==> src/rtl/mem_access_pkg.sv <==
// Shared types and constants for the data-memory access stage.
// The FSM encoding and the default access timeout live here.
package mem_access_pkg;

  typedef enum logic [1:0] {
    ST_IDLE,
    ST_REQ,
    ST_WAIT_RESP
  } mau_state_e;

  localparam int MEM_TIMEOUT_DEFAULT = 255;

endpackage

==> src/rtl/mem_access_unit.sv <==
// MEM stage: issues load/store requests over a valid/ready channel,
// stalls upstream until completion and flags misalignment/timeouts.
module mem_access_unit
  import mem_access_pkg::*;
#(
  parameter int TIMEOUT_CYCLES = MEM_TIMEOUT_DEFAULT
) (
  input  logic        clk,
  input  logic        reset,
  input  logic        memToRegInput,
  input  logic        regWriteInput,
  input  logic        memWriteInput,
  input  logic        memReadInput,
  input  logic [31:0] aluResultInput,
  input  logic [4:0]  regWriteAddressInput,
  input  logic [31:0] memWriteDataInput,
  output logic        memReqValid,
  input  logic        memReqReady,
  output logic        memReqWrite,
  output logic [31:0] memReqAddress,
  output logic [31:0] memReqWriteData,
  input  logic        memRespValid,
  input  logic [31:0] memRespReadData,
  output logic        stallOutput,
  output logic        memToRegOutput,
  output logic        regWriteOutput,
  output logic [31:0] aluResultOutput,
  output logic [31:0] readDataOutput,
  output logic [4:0]  regWriteAddressOutput,
  output logic        alignErrorOutput,
  output logic        busErrorOutput
);

  localparam logic [7:0] LP_TIMEOUT = 8'(TIMEOUT_CYCLES);

  mau_state_e  r_state;
  mau_state_e  w_next;
  logic        r_memToReg;
  logic        r_regWrite;
  logic        r_write;
  logic [31:0] r_addr;
  logic [31:0] r_wdata;
  logic [4:0]  r_rd;
  logic [7:0]  r_cnt;
  logic        w_memop;
  logic        w_aligned;
  logic        w_timeout;

  always_comb begin
    w_memop         = memReadInput | memWriteInput;
    w_aligned       = (aluResultInput[1:0] == 2'b00);
    w_timeout       = (r_cnt == LP_TIMEOUT);
    w_next          = r_state;
    stallOutput     = 1'b0;
    memReqValid     = 1'b0;
    memReqWrite     = r_write;
    memReqAddress   = r_addr;
    memReqWriteData = r_wdata;
    unique case (r_state)
      ST_IDLE: begin
        if (w_memop && w_aligned) begin
          stallOutput = 1'b1;
          w_next      = ST_REQ;
        end
      end
      ST_REQ: begin
        // acceptance wins over a coincident timeout
        if (memReqReady) begin
          memReqValid = 1'b1;
          if (r_write) begin
            w_next = ST_IDLE;
          end else begin
            stallOutput = 1'b1;
            w_next      = ST_WAIT_RESP;
          end
        end else if (w_timeout) begin
          w_next = ST_IDLE;
        end else begin
          memReqValid = 1'b1;
          stallOutput = 1'b1;
        end
      end
      ST_WAIT_RESP: begin
        if (memRespValid || w_timeout) begin
          w_next = ST_IDLE;
        end else begin
          stallOutput = 1'b1;
        end
      end
      default: w_next = ST_IDLE;
    endcase
    if (reset) begin
      stallOutput = 1'b0;
    end
  end

  always_ff @(posedge clk) begin
    if (reset) begin
      r_state               <= ST_IDLE;
      r_cnt                 <= '0;
      r_memToReg            <= 1'b0;
      r_regWrite            <= 1'b0;
      r_write               <= 1'b0;
      r_addr                <= '0;
      r_wdata               <= '0;
      r_rd                  <= '0;
      memToRegOutput        <= 1'b0;
      regWriteOutput        <= 1'b0;
      aluResultOutput       <= '0;
      readDataOutput        <= '0;
      regWriteAddressOutput <= '0;
      alignErrorOutput      <= 1'b0;
      busErrorOutput        <= 1'b0;
    end else begin
      r_state               <= w_next;
      memToRegOutput        <= 1'b0;
      regWriteOutput        <= 1'b0;
      aluResultOutput       <= '0;
      readDataOutput        <= '0;
      regWriteAddressOutput <= '0;
      alignErrorOutput      <= 1'b0;
      busErrorOutput        <= 1'b0;
      if (r_state != ST_IDLE) begin
        r_cnt <= r_cnt + 8'd1;
      end
      unique case (r_state)
        ST_IDLE: begin
          if (!w_memop) begin
            memToRegOutput        <= memToRegInput;
            regWriteOutput        <= regWriteInput;
            aluResultOutput       <= aluResultInput;
            regWriteAddressOutput <= regWriteAddressInput;
          end else if (w_aligned) begin
            r_cnt      <= '0;
            r_memToReg <= memToRegInput;
            r_regWrite <= regWriteInput;
            r_write    <= memWriteInput;
            r_addr     <= aluResultInput;
            r_wdata    <= memWriteDataInput;
            r_rd       <= regWriteAddressInput;
          end else begin
            alignErrorOutput <= 1'b1;
          end
        end
        ST_REQ: begin
          if (memReqReady) begin
            if (r_write) begin
              memToRegOutput        <= r_memToReg;
              aluResultOutput       <= r_addr;
              regWriteAddressOutput <= r_rd;
            end
          end else if (w_timeout) begin
            busErrorOutput <= 1'b1;
          end
        end
        ST_WAIT_RESP: begin
          if (memRespValid) begin
            memToRegOutput        <= r_memToReg;
            regWriteOutput        <= r_regWrite;
            aluResultOutput       <= r_addr;
            readDataOutput        <= memRespReadData;
            regWriteAddressOutput <= r_rd;
          end else if (w_timeout) begin
            busErrorOutput <= 1'b1;
          end
        end
        default: ;
      endcase
    end
  end

endmodule
==> config.mk <==
export PLATFORM = sky130hd
export DESIGN_NAME = mem_access_unit
export DESIGN_NICKNAME = d
export VERILOG_FILES = /design/src/rtl/mem_access_pkg.sv /design/src/rtl/mem_access_unit.sv
export SDC_FILE = /design/constraint.sdc
export NUM_CORES = 1
export LEC_CHECK = 0
export ABC_AREA = 1
export BUFFER_PORTS_ARGS = -buffer_cell sky130_fd_sc_hd__buf_2
export CORE_MARGIN = 5
export CORE_UTILIZATION = 42
export DETAILED_ROUTE_END_ITERATION = 10
export PLACE_DENSITY_LB_ADDON = 0.2
export SYNTH_ARGS = -nofsm -noshare
export SYNTH_HDL_FRONTEND = slang
export SYNTH_SLANG_ARGS = --single-unit
==> constraint.sdc <==
create_clock -name clk -period 1.4 [get_ports clk]
set_clock_uncertainty 0.1 [all_clocks]
set_input_delay 0.14 -clock clk [delete_from_list [all_inputs] [get_ports clk]]
set_output_delay 0.14 -clock clk [all_outputs]
set_load 0.02 [all_outputs]
# Word level (Yosys, flattened, before mapping)
# Index checks and enable logic that the tools add are counted.
# word_totals
regBits	155
in_bits	109
wordCells	78
# classes
addsub	1
n_eq_ne	6
n_mux	42
n_bitwise	5
n_reduce_logical	9
# ops
op	count
32-bit 2-to-1 mux	4
32-bit one-hot mux with 3 select lines	1
8-bit 2-to-1 mux	4
5-bit 2-to-1 mux	4
1-bit 2-to-1 mux	18
5-bit one-hot mux with 3 select lines	1
2-bit 2-to-1 mux	5
8-bit by 1-bit adder with 8-bit output (second input constant)	1
8-bit == test (second input constant)	1
1-bit one-hot mux with 3 select lines	2
2-bit one-hot mux with 3 select lines	1
3-bit AND reduction	2
3-bit OR reduction	2
2-bit logical NOT	2
2-bit inequality test (second input constant)	2
1-bit inverter	4
1-bit one-hot mux with 2 select lines	2
3-bit inequality test (second input constant)	1
2-bit by 1-bit == test with 1-bit output (second input constant)	1
2-bit == test (second input constant)	1
2-bit nonzero test	1
1-bit logical AND	1
1-bit logical OR	1
1-bit OR	1

# Logic depth before layout (Yosys ltp)
# Gate-level depths: netlist (run 1).
# logic_depth
ltp_word	5
ltp_mapped	10
ltp_nobuf	9

# Worst setup path before layout (run 1)
# OpenSTA, ideal clock, no wires.
# synth_path
path_type	reg2out
start	register r_state[0]
end	output stallOutput
t_arrival_ps	1309
required_time_ps	1160
slack_ps	-149
stages_incl_launch_ff	6
path_cell_list	dfxtp_1 inv_1 ha_1 nand3_2 buf_2 a31oi_1
# synth_between
elab_chain_cells	3
word_cells_on_any_way	5
classes_between	2 x eq/ne; 2 x mux; 1 x reduce/logical
# synth_rtl
item	line	rtl
start: declaration	mem_access_unit.sv:36	mau_state_e r_state;
start signal: assignment	mem_access_unit.sv:115	r_state <= w_next;
2-bit == test, or another cell as far along	mem_access_unit.sv:59	unique case (r_state)
1-bit one-hot mux with 3 select lines (*)	mem_access_unit.sv:59	
1-bit 2-to-1 mux (*)	mem_access_unit.sv:92	if (reset) begin
end: declaration	mem_access_unit.sv:24	output logic stallOutput,
# Mark *: on every way between the ends. The rest lies on a longest branch, timed or not.

# Worst setup path in the final report (run 1)
# Ends and elaborated chain as after synthesis.

==> results of run 1 <==
area by class of cell:
| class | count | area, µm² | area share [%] |
|---|---|---|---|
| Tap cell | 176 | 220 | 2.17 |
| Clock buffer | 20 | 467 | 4.59 |
| Timing Repair Buffer | 423 | 3310 | 32.6 |
| Inverter | 82 | 348 | 3.42 |
| Clock inverter | 12 | 184 | 1.81 |
| Sequential cell | 155 | 3110 | 30.6 |
| Multi-Input combinational cell | 458 | 2520 | 24.8 |
stage by stage:
step | utilization [%] | setup TNS [ns]
final | 77.4 | -16.45
after CTS | 72.5 | -14.21
after floorplan | - | -0.0383
after global placement | 55.3 | -2.93
after detailed placement | 55.3 | -5.15
after global routing | 77.4 | -25.26
what timing repair did:
| item | CTS | global route |
|---|---|---|
| setup buffers | 12 | 14 |
| pin swaps | 39 | 33 |
| endpoints found under the setup margin | 120 | 118 |
| hold endpoints to repair | 143 | 0 |
| hold buffers | 105 | 0 |
| cloned | 5 | 9 |
| gates resized for setup | 88 | 96 |
cell usage after synthesis:
| master | number | area (µm²) |
|---|---|---|
| o22ai_1 | 1 | 6.26 |
| o2bb2ai_1 | 1 | 8.76 |
| o21ai_1 | 2 | 10.0 |
| nand3_2 | 1 | 10.0 |
| xnor2_1 | 1 | 8.76 |
| buf_6 | 1 | 11.3 |
| nand2_1 | 269 | 1010 |
| buf_4 | 3 | 22.5 |
| nor2_2 | 1 | 6.26 |
| clkinv_1 | 1 | 3.75 |
| dfxtp_1 | 155 | 3100 |
| nor4_1 | 1 | 6.26 |
| nor2_1 | 50 | 188 |
| clkbuf_1 | 12 | 45.0 |
| nand3_1 | 65 | 325 |
| nor2_4 | 1 | 11.3 |
| nor3_1 | 2 | 10.0 |
| ha_1 | 5 | 62.6 |
| inv_2 | 3 | 11.3 |
| inv_1 | 78 | 293 |
| a31oi_1 | 2 | 12.5 |
| nand3b_1 | 1 | 7.51 |
| buf_1 | 4 | 15.0 |
| xor2_1 | 1 | 8.76 |
| buf_2 | 21 | 105 |
| a21oi_1 | 51 | 255 |
| o21ai_0 | 3 | 15.0 |
tightest hold or removal path: stages:
cell and delay, ns:
buf_2 0.14, o21ai_4 0.07, nand3_1 0.07, nor2_1 0.05
final timing paths:
kind               endpoint  slack (ns)  cells after the start
max reg2reg      r_state[1]       -0.31                     12
max             stallOutput       -0.45                      6
min          busErrorOutput       0.005                      4
min reg2reg         r_rd[1]        0.35                      2
sequential cells by signal, indices dropped and copies added (netlist names), 2 cells and up:
| name | flops |
|---|---|
| aluResultOutput | 32 |
| memReqAddress | 32 |
| memReqWriteData | 32 |
| r_cnt | 8 |
| r_rd | 5 |
| r_state | 2 |
| readDataOutput | 32 |
| regWriteAddressOutput | 5 |
report_power, final:
part | switching [mW] | total, mW | internal (mW)
sequential | 0.217 | 4.98 | 4.76
clock | 1.85 | 5.00 | 3.15
combinational | 2.36 | 4.72 | 2.36
total | 4.43 | 14.7 | 10.3
routing by layer:
| metal | up-vias | routed length [µm] | part of all wire (%) |
|---|---|---|---|
| li1 | 3062 | - | - |
| met1 | 2854 | 8100 | 40 |
| met2 | 257 | 9940 | 49 |
| met3 | 35 | 1660 | 8.2 |
| met4 | 0 | 448 | 2.2 |
| met5 | - | 0 | 0 |
kinds of logic after synthesis:
logic type,after synthesis
buffers and inverters,123
AND/OR/NAND/NOR,391
AO/OA/AOI/OAI,60
flip-flops,155
XOR/XNOR,2
adder cells (fa/ha/maj),5
==> results.py, run 1 <==
metrics = {
    "detailed_routing": {
        "wire_per_inst_um": 15.2,
        "viasPerCell": 4.68,
        "drt-pass1-iter-count": 4,
        "first_iter_violations": 358,
        "ant_nets": 0,
        "drc": 0,
        "num_vias": 6208,
        "drt-total-wl_um": 20100,
    },
    "pwr": {
        "ir_drop_mv": 0.919,
        "p_leak_nw": 5.24,
        "power.density_mw_per_mm2": 1450,
        "power_mw": 14.7,
    },
    "worst_setup_path": {
        "crit_family": "buffers and inverters",
        "worstPathArrival_ns": 1.61,
        "timing.rr.start": "r_state[1]",
        "worstSetupPathType": "flip-flop to output pin",
        "crit_path_end_kind": "output pin",
        "worstSetupStartpoint": "r_state[0]",
        "crit_fanout": 4,
        "critPathRequiredTime_ns": 1.16,
        "max_stage_delay_ns": 0.37,
        "cp_num_buf_inv": 3,
        "crit_chain": "inv_6, ha_4, nand3_4, buf_6, a31oi_4, buf_6",
        "crit_path_frequent_cell": "buf_6",
        "cp-start-kind": "flip-flop",
        "crit_slowest_cell": "dfxtp_4",
    },
    "run": {
        "maxCapViolations": 0,
    },
    "final_layout": {
        "insertedDiodeCount": 0,
        "n_fill_cell": 894,
        "nets": 1251,
        "area_delta_synth_final_pct": 82.4,
        "drive_above_1_share_pct": 41.2,
        "finalNonFillerCells": 1326,
        "final_cell_mix": "buf_2 (246), nand2_1 (232), dfxtp_1 (151)",
        "layout_commonest_cell": "buf_2",
        "design_area_mm2": 0.0102,
    },
    "grt": {
        "antenna_found_initial": 0,
        "grt_use_met2_pct": 42.7,
        "grt_pass1_vias": 6219,
        "grt-busiest-layer": "met2",
        "grt_max_degree": 40,
        "grt.total_usage_pct": 24.7,
        "met3_usage_pct": 8.44,
        "grt_util_met1_pct": 28.3,
        "grt-ovfl-total": 0,
        "grt_pass1_wl_um": 31600,
    },
    "placed_design": {
        "place_inst": 1155,
        "dp_slack_ns": -0.117,
        "gp_congestion": 0.820,
        "portBuffers": 248,
        "placed_area_mm2": 0.00726,
        "hpwl_um": 11600,
    },
    "floorplanning": {
        "die_w_um": 125,
        "rows": 42,
        "num_io_pins": 249,
        "start_util_pct": 42.4,
        "die_y_um": 125,
        "core_mm2": 0.0131,
        "dieArea_mm2": 0.0157,
    },
    "clocking": {
        "clockBufferDepth": 2,
        "root_buffer": "clkbuf_16",
        "clk-insertion-delay-late_ns": 0.41,
        "cts_tree": "done",
        "cts.sinks": 155,
        "numCtsBuffers": 17,
        "htreeDepth": 4,
        "clk_pin_slew_worst_paths_ns": 0.06,
    },
    "synthesis": {
        "synth-compound-area-share_pct": 5.52,
        "synthMuxAreaShare_pct": 0,
        "synth_xor_xnor_area_share_pct": 0.314,
        "synth_simple_gate_area_share_pct": 28.3,
        "ys_types": 27,
        "yosysSeqAreaShare_pct": 55.7,
        "syn_area_per_cell_um2": 7.57,
        "synth_top_family_by_area": "simple AND/OR/NAND/NOR gates",
        "ys_ff_latch": 155,
        "ys_warn_count": 0,
        "syn-cell-area_mm2": 0.00557,
        "netlist_instances": 736,
        "synth_fa_ha_area_share_pct": 1.12,
        "syn-num-nets": 850,
    },
    "timing": {
        "rsz0062_at_grt": "true",
        "slew_viol_final": 0,
        "finalHoldViolations": 0,
        "holdWs_ns": 0.00487,
        "setup_viol": 111,
        "slew_headroom_pct": 66.9,
        "final.min_clock_period_ns": 1.85,
        "period_share_pct": 132,
        "max_freq_ghz": 0.541,
        "worst_pin_slew_ns": 0.496,
        "setup_ws_ns": -0.449,
    },
    "outcome": {
        "failed_checks": "negative setup slack",
        "outcome": "finished with violations",
    },
    "worst_hold_path": {
        "min_path_type": "primary input to flip-flop",
        "worstHoldStart": "memReqReady",
    },
}
No activity file was read; power rests on OpenSTA's default activity.
==> run 2: changes to the inputs <==
--- a/config.mk
+++ b/config.mk
@@ -8,7 +8,7 @@
 export ABC_AREA = 1
 export BUFFER_PORTS_ARGS = -buffer_cell sky130_fd_sc_hd__buf_2
 export CORE_MARGIN = 5
-export CORE_UTILIZATION = 42
+export CORE_UTILIZATION = 45
 export DETAILED_ROUTE_END_ITERATION = 10
 export PLACE_DENSITY_LB_ADDON = 0.2
 export SYNTH_ARGS = -nofsm -noshare
==> constraint.sdc (replaced) <==
create_clock -name clk -period 2.02 [get_ports clk]
set_clock_uncertainty 0.1 [all_clocks]
set_input_delay 0.202 -clock clk [delete_from_list [all_inputs] [get_ports clk]]
set_output_delay 0.202 -clock clk [all_outputs]
set_load 0.02 [all_outputs]
==> run 2 against run 1 <==
  * The run now ends clean
  * Final cell count decreased by 4.5%
  * Routed wire length down 12%
  * Clock power shrank 31%
  * Non-clock buffer count shrank 53
  * Largest cell class is now sequential cells
  * Largest power group unchanged
==> results.py, run 2 (synthesis results as in run 1) <==
metrics = {
    "timing": {
        "period_share_pct": 95.5,
        "slew_headroom_pct": 54.8,
        "final.min_clock_period_ns": 1.93,
        "worst_pin_slew_ns": 0.676,
        "max_freq_ghz": 0.519,
        "setup_viol": 0,
        "slew_viol_final": 0,
        "finalHoldViolations": 0,
        "tns_ns": 0,
    },
    "outcome": {
        "outcome": "complete, no violations",
    },
    "grt": {
        "antenna_found_initial": 0,
        "grt_pass1_vias": 5622,
        "grt-busiest-layer": "met2",
        "grt_max_degree": 45,
        "grt_util_met1_pct": 26.5,
        "met3_usage_pct": 7.41,
        "grt_use_met2_pct": 39.9,
        "grt_pass1_wl_um": 27200,
        "grt-ovfl-total": 0,
        "grt.total_usage_pct": 23.3,
    },
    "pwr": {
        "ir_drop_mv": 0.799,
        "clockPowerShare_pct": 39.4,
        "swShare_pct": 29.2,
        "power.density_mw_per_mm2": 998,
        "p_leak_nw": 4.70,
        "seqPwrFrac_pct": 39.1,
        "internal-power_mw": 6.19,
        "p_sw_mw": 2.55,
        "combPwrFrac_pct": 21.4,
        "power_mw": 8.74,
    },
    "final_layout": {
        "utilization_pct": 72.6,
        "insertedDiodeCount": 0,
        "area_delta_synth_final_pct": 57.1,
        "n_fill_cell": 922,
        "final_cell_mix": "nand2_1 (265), buf_2 (247), dfxtp_1 (153)",
        "layout_commonest_cell": "nand2_1",
        "nets": 1199,
        "finalNonFillerCells": 1266,
        "drive_above_1_share_pct": 29.1,
        "design_area_mm2": 0.00875,
    },
    "worst_setup_path": {
        "crit_path_end_kind": "output pin",
        "critPathRequiredTime_ns": 1.72,
        "worstPathArrival_ns": 1.63,
        "worstSetupPathType": "flip-flop to output pin",
        "crit_fanout": 3,
        "cp-start-kind": "flip-flop",
    },
    "detailed_routing": {
        "wire_per_inst_um": 14.1,
        "viasPerCell": 4.63,
        "num_vias": 5862,
        "drc": 0,
        "first_iter_violations": 418,
        "ant_nets": 0,
        "drt-total-wl_um": 17800,
        "drt-pass1-iter-count": 5,
    },
    "clocking": {
        "htreeDepth": 4,
        "clk_pin_slew_worst_paths_ns": 0.06,
        "clockBufferDepth": 2,
        "numCtsBuffers": 17,
        "root_buffer": "clkbuf_16",
        "cts_tree": "done",
        "clk-insertion-delay-late_ns": 0.42,
        "cts.sinks": 155,
    },
    "floorplanning": {
        "rows": 40,
        "start_util_pct": 46.2,
        "core_mm2": 0.0121,
        "die_w_um": 121,
        "die_y_um": 121,
        "dieArea_mm2": 0.0147,
        "num_io_pins": 249,
    },
    "run": {
        "maxCapViolations": 0,
    },
    "worst_hold_path": {
        "min_path_type": "primary input to flip-flop",
    },
    "placed_design": {
        "gp_congestion": 0.751,
        "place_inst": 1125,
        "hpwl_um": 10400,
        "portBuffers": 248,
        "placed_area_mm2": 0.00697,
    },
}
[run 2: path summary, 6_finish.rpt]
check | end | slack [ns] | start | cells past startpoint
max | stallOutput | 0.09 | r_state[1] | 7
min | memReqWrite | 0.02 | memWriteInput | 3
max reg2reg | aluResultOutput[1] | 0.17 | r_state[1] | 7
min reg2reg | r_rd[0] | 0.35 | r_rd[0] | 2
[run 2: area by class of cell]
type                       instances  area, µm²  share of cell area [%]
clock buffer                      21        480                    5.49
clock inverter                    11        164                    1.87
inverter                          82        308                    3.52
multi-input combinational        459       2040                    23.3
sequential                       155       3110                    35.5
tap                              168        210                    2.40
timing repair buffer             370       2440                    27.9
[run 2: critical path: stages, from the launching register on]
cell	delay [ns]
dfxtp_2	0.33
inv_2	0.09
ha_4	0.16
inv_1	0.05
o21ai_2	0.15
nand2_2	0.08
a31oi_1	0.17
buf_4	0.17
[run 2: power by group through the flow]
stage	logic [mW]	clock network, mW	registers [mW]
floorplan	0.784	0	3.69
global placement	1.57	0	3.47
detailed placement	1.57	0	3.47
CTS	1.75	3.48	3.41
global route	2.05	3.62	3.45
finish	1.87	3.44	3.42
[run 2: per-stage QoR]
stage               hold slack [ns]  setup WS, ns
finish                       0.0189        0.0914
global route                 0.0155      -0.00736
CTS                         0.00630      0.000714
detailed placement            0.320       -0.0246
global placement              0.314        0.0385
floorplan                     0.214         0.409
[run 2: repair_timing]
action                                 in CTS  in global routing
pin swaps                                   0                  4
resized for setup                           5                 14
gates cloned                                0                  1
buffers inserted                            0                  4
setup endpoints to repair                  39                 42
hold buffers                              104                  0
endpoints found under the hold margin     126                  0
[run 2: routing by layer]
layer,share of wire (%),up-vias
met4,2.4,0
met2,49,257
met1,40,2622
met3,8.5,38
li1,-,2945
met5,0,-
==> run 3: changes to the inputs <==
--- a/config.mk
+++ b/config.mk
@@ -5,7 +5,6 @@
 export SDC_FILE = /design/constraint.sdc
 export NUM_CORES = 1
 export LEC_CHECK = 0
-export ABC_AREA = 1
 export BUFFER_PORTS_ARGS = -buffer_cell sky130_fd_sc_hd__buf_2
 export CORE_MARGIN = 5
 export CORE_UTILIZATION = 45
==> run 3 against run 2 <==
  * Sequential power fell by 6.4%
  * Final cell count is 14% lower
  * Utilization decreased by 1.6 points
  * Synthesized cell count is 20% lower
  * Largest cell class unchanged
  * Count of clock-buffer cells in the layout up 2
  * Cell area shrank 3.9%
  * Highest routed layer unchanged
  * Worst hold slack better by 0.024 ns
  * Total power fell by 16%
==> results.py, run 3 <==
metrics = {
    "final_layout": {
        "layout_commonest_cell": "buf_2",
        "nets": 1046,
        "area_delta_synth_final_pct": 56.2,
        "insertedDiodeCount": 0,
        "design_area_mm2": 0.00842,
        "final_cell_mix": "buf_2 (247), dfxtp_1 (152), nand2_1 (147)",
        "finalNonFillerCells": 1092,
        "drive_above_1_share_pct": 33.7,
    },
    "timing": {
        "finalHoldViolations": 0,
        "rsz0062_at_grt": "true",
        "final.min_clock_period_ns": 1.97,
        "slew_viol_final": 0,
        "worst_pin_slew_ns": 0.440,
        "period_share_pct": 97.4,
        "slew_headroom_pct": 70.7,
        "setup_ws_ns": 0.0518,
        "setup_viol": 0,
        "max_freq_ghz": 0.508,
    },
    "grt": {
        "grt.total_usage_pct": 24.8,
        "antenna_found_initial": 0,
        "grt_util_met1_pct": 26.7,
        "grt_pass1_vias": 5668,
        "grt_max_degree": 73,
        "grt_use_met2_pct": 43.9,
        "grt_pass1_wl_um": 28200,
        "met3_usage_pct": 8.45,
        "grt-busiest-layer": "met2",
        "grt-ovfl-total": 0,
    },
    "synthesis": {
        "synth_commonest_cells": "dfxtp_1 (155), nand2_1 (147), a21oi_1 (63), nor2_1 (47), a22oi_1 (38)",
        "syn_area_per_cell_um2": 9.15,
        "ys_async_sr_fraction_pct": 0,
        "synth_top_area_share_pct": 57.6,
        "synth_most_common_cell": "dfxtp_1",
        "syn-cell-area_mm2": 0.00539,
        "synth_flop_cell": "dfxtp_1",
        "synth_edf_count": 0,
        "ys_ff_latch": 155,
        "netlist_instances": 589,
        "ys_warn_count": 0,
        "synth.area.top_cells": "dfxtp_1 (58%), nand2_1 (10%), a21oi_1 (5.9%), a22oi_1 (5.3%), and2_1 (3.7%)",
        "syn-num-nets": 703,
        "ys_types": 42,
        "synth_top_cell_by_area": "dfxtp_1",
        "yosysSeqAreaShare_pct": 57.6,
    },
    "detailed_routing": {
        "num_vias": 5430,
        "viasPerCell": 4.97,
        "ant_nets": 0,
        "first_iter_violations": 323,
        "drc": 0,
        "drt-pass1-iter-count": 4,
        "drt-total-wl_um": 17900,
        "wire_per_inst_um": 16.3,
    },
    "clocking": {
        "htreeDepth": 4,
        "clockBufferDepth": 2,
        "cts_tree": "done",
        "root_buffer": "clkbuf_16",
        "clk-insertion-delay-late_ns": 0.42,
        "clk_pin_slew_worst_paths_ns": 0.06,
        "cts.sinks": 155,
        "numCtsBuffers": 17,
    },
    "placed_design": {
        "placed_area_mm2": 0.00670,
        "gp_congestion": 0.851,
        "portBuffers": 248,
        "place_inst": 954,
        "dp_slack_ns": 0.213,
        "hpwl_um": 10600,
    },
    "worst_setup_path": {
        "worstSetupPathType": "flip-flop to output pin",
        "r2r_end": "r_cnt[7]",
        "crit_end": "stallOutput",
        "critPathRequiredTime_ns": 1.72,
        "ff2ff_setup_slack_ns": 0.18,
        "crit_path_end_kind": "output pin",
        "worstPathArrival_ns": 1.67,
        "crit_fanout": 4,
        "r2r_cells": 6,
        "worstSetupStartpoint": "r_state[1]",
        "cp-start-kind": "flip-flop",
        "timing.rr.start": "r_state[1]",
    },
    "floorplanning": {
        "dieArea_mm2": 0.0143,
        "start_util_pct": 45.4,
        "core_mm2": 0.0119,
        "die_w_um": 119,
        "num_io_pins": 249,
        "rows": 40,
        "die_y_um": 119,
    },
    "outcome": {
        "outcome": "complete, no violations",
    },
    "run": {
        "maxCapViolations": 0,
    },
    "pwr": {
        "p_leak_nw": 3.84,
        "power.density_mw_per_mm2": 872,
        "ir_drop_mv": 0.617,
    },
    "worst_hold_path": {
        "min_path_type": "primary input to flip-flop",
    },
}
run 3: changes by cell type after synthesis, sizes merged, moves of 22 or more:
| cell | change |
|---|---|
| inv | -78 |
| a21oi | +22 |
| a22oi | +38 |
| nand3 | -60 |
| and2 | +32 |
| nand2 | -122 |
run 3: worst min path at each step:
| stage | start | to | cells past startpoint | slack, ns |
|---|---|---|---|---|
| 6_report | aluResultInput[0] | aluResultOutput[0] | 3 | 0.04 |
| 5_1_grt | aluResultInput[0] | aluResultOutput[0] | 3 | 0.03 |
| 4_1_cts | aluResultInput[0] | aluResultOutput[0] | 3 | 0.002 |
| 3_5_place_dp | memRespReadData[7] | readDataOutput[7] | 2 | 0.30 |
| 3_3_place_gp | memRespReadData[3] | readDataOutput[3] | 2 | 0.30 |
| 2_1_floorplan | memRespReadData[0] | readDataOutput[0] | 1 | 0.22 |
run 3: metal layers:
metal  wire length, µm  up-vias
met5                 0        -
met4               481        0
met3              1370       36
met2              9180      209
met1              6820     2550
li1                  -     2635
run 3: power breakdown:
part / switching (mW) / leakage, nW / internal [mW]
Combinational: 0.449 / 2.29 / 0.383
Sequential: 0.0507 / 1.26 / 3.15
Clock: 1.22 / 0.296 / 2.08
run 3: critical path, cell delays in order (launching register included):
cell and delay [ns]:
dfxtp_1 0.33, inv_1 0.11, ha_2 0.21, nor2b_2 0.17, o22ai_2 0.10, a31oi_1 0.15, buf_2 0.19
run 3: area by class of cell:
type,instances,area (µm²)
clock buffers,23,488
clock inverters,9,135
fillers,876,3450
inverters,3,11.3
multi-input cells,389,2050
flip-flops and latches,155,3110
well taps,147,184
repair buffers,366,2440
run 3: metrics by stage:
stage	setup TNS [ns]	power [mW]	hold WS [ns]	util (%)
2_1_floorplan	0	3.65	0.224	-
3_3_place_gp	0	3.90	0.301	56.5
3_5_place_dp	0	3.92	0.303	56.5
4_1_cts	0	7.37	0.00153	70.8
5_1_grt	-0.0323	7.61	0.0333	70.9
6_report	0	7.34	0.0426	70.9
run 3: repair_timing:
action | in CTS | in global routing
buffers inserted | 2 | 0
hold endpoints to repair | 139 | 0
hold buffers | 104 | 0
pin swaps | 3 | 0
endpoints found under the setup margin | 2 | 2
gates resized for setup | 5 | 7
run 3: cell families after synthesis:
| kind of cell | after synthesis | synth area share [%] |
|---|---|---|
| AOI/OAI and AO/OA | 125 | 14.8 |
| xor gates and xnor gates | 5 | 0.813 |
| adders and majority gates | 5 | 1.16 |
| buffers and inverters | 45 | 4.88 |
| DFF | 155 | 57.6 |
| and+or+nand+nor | 254 | 20.7 |
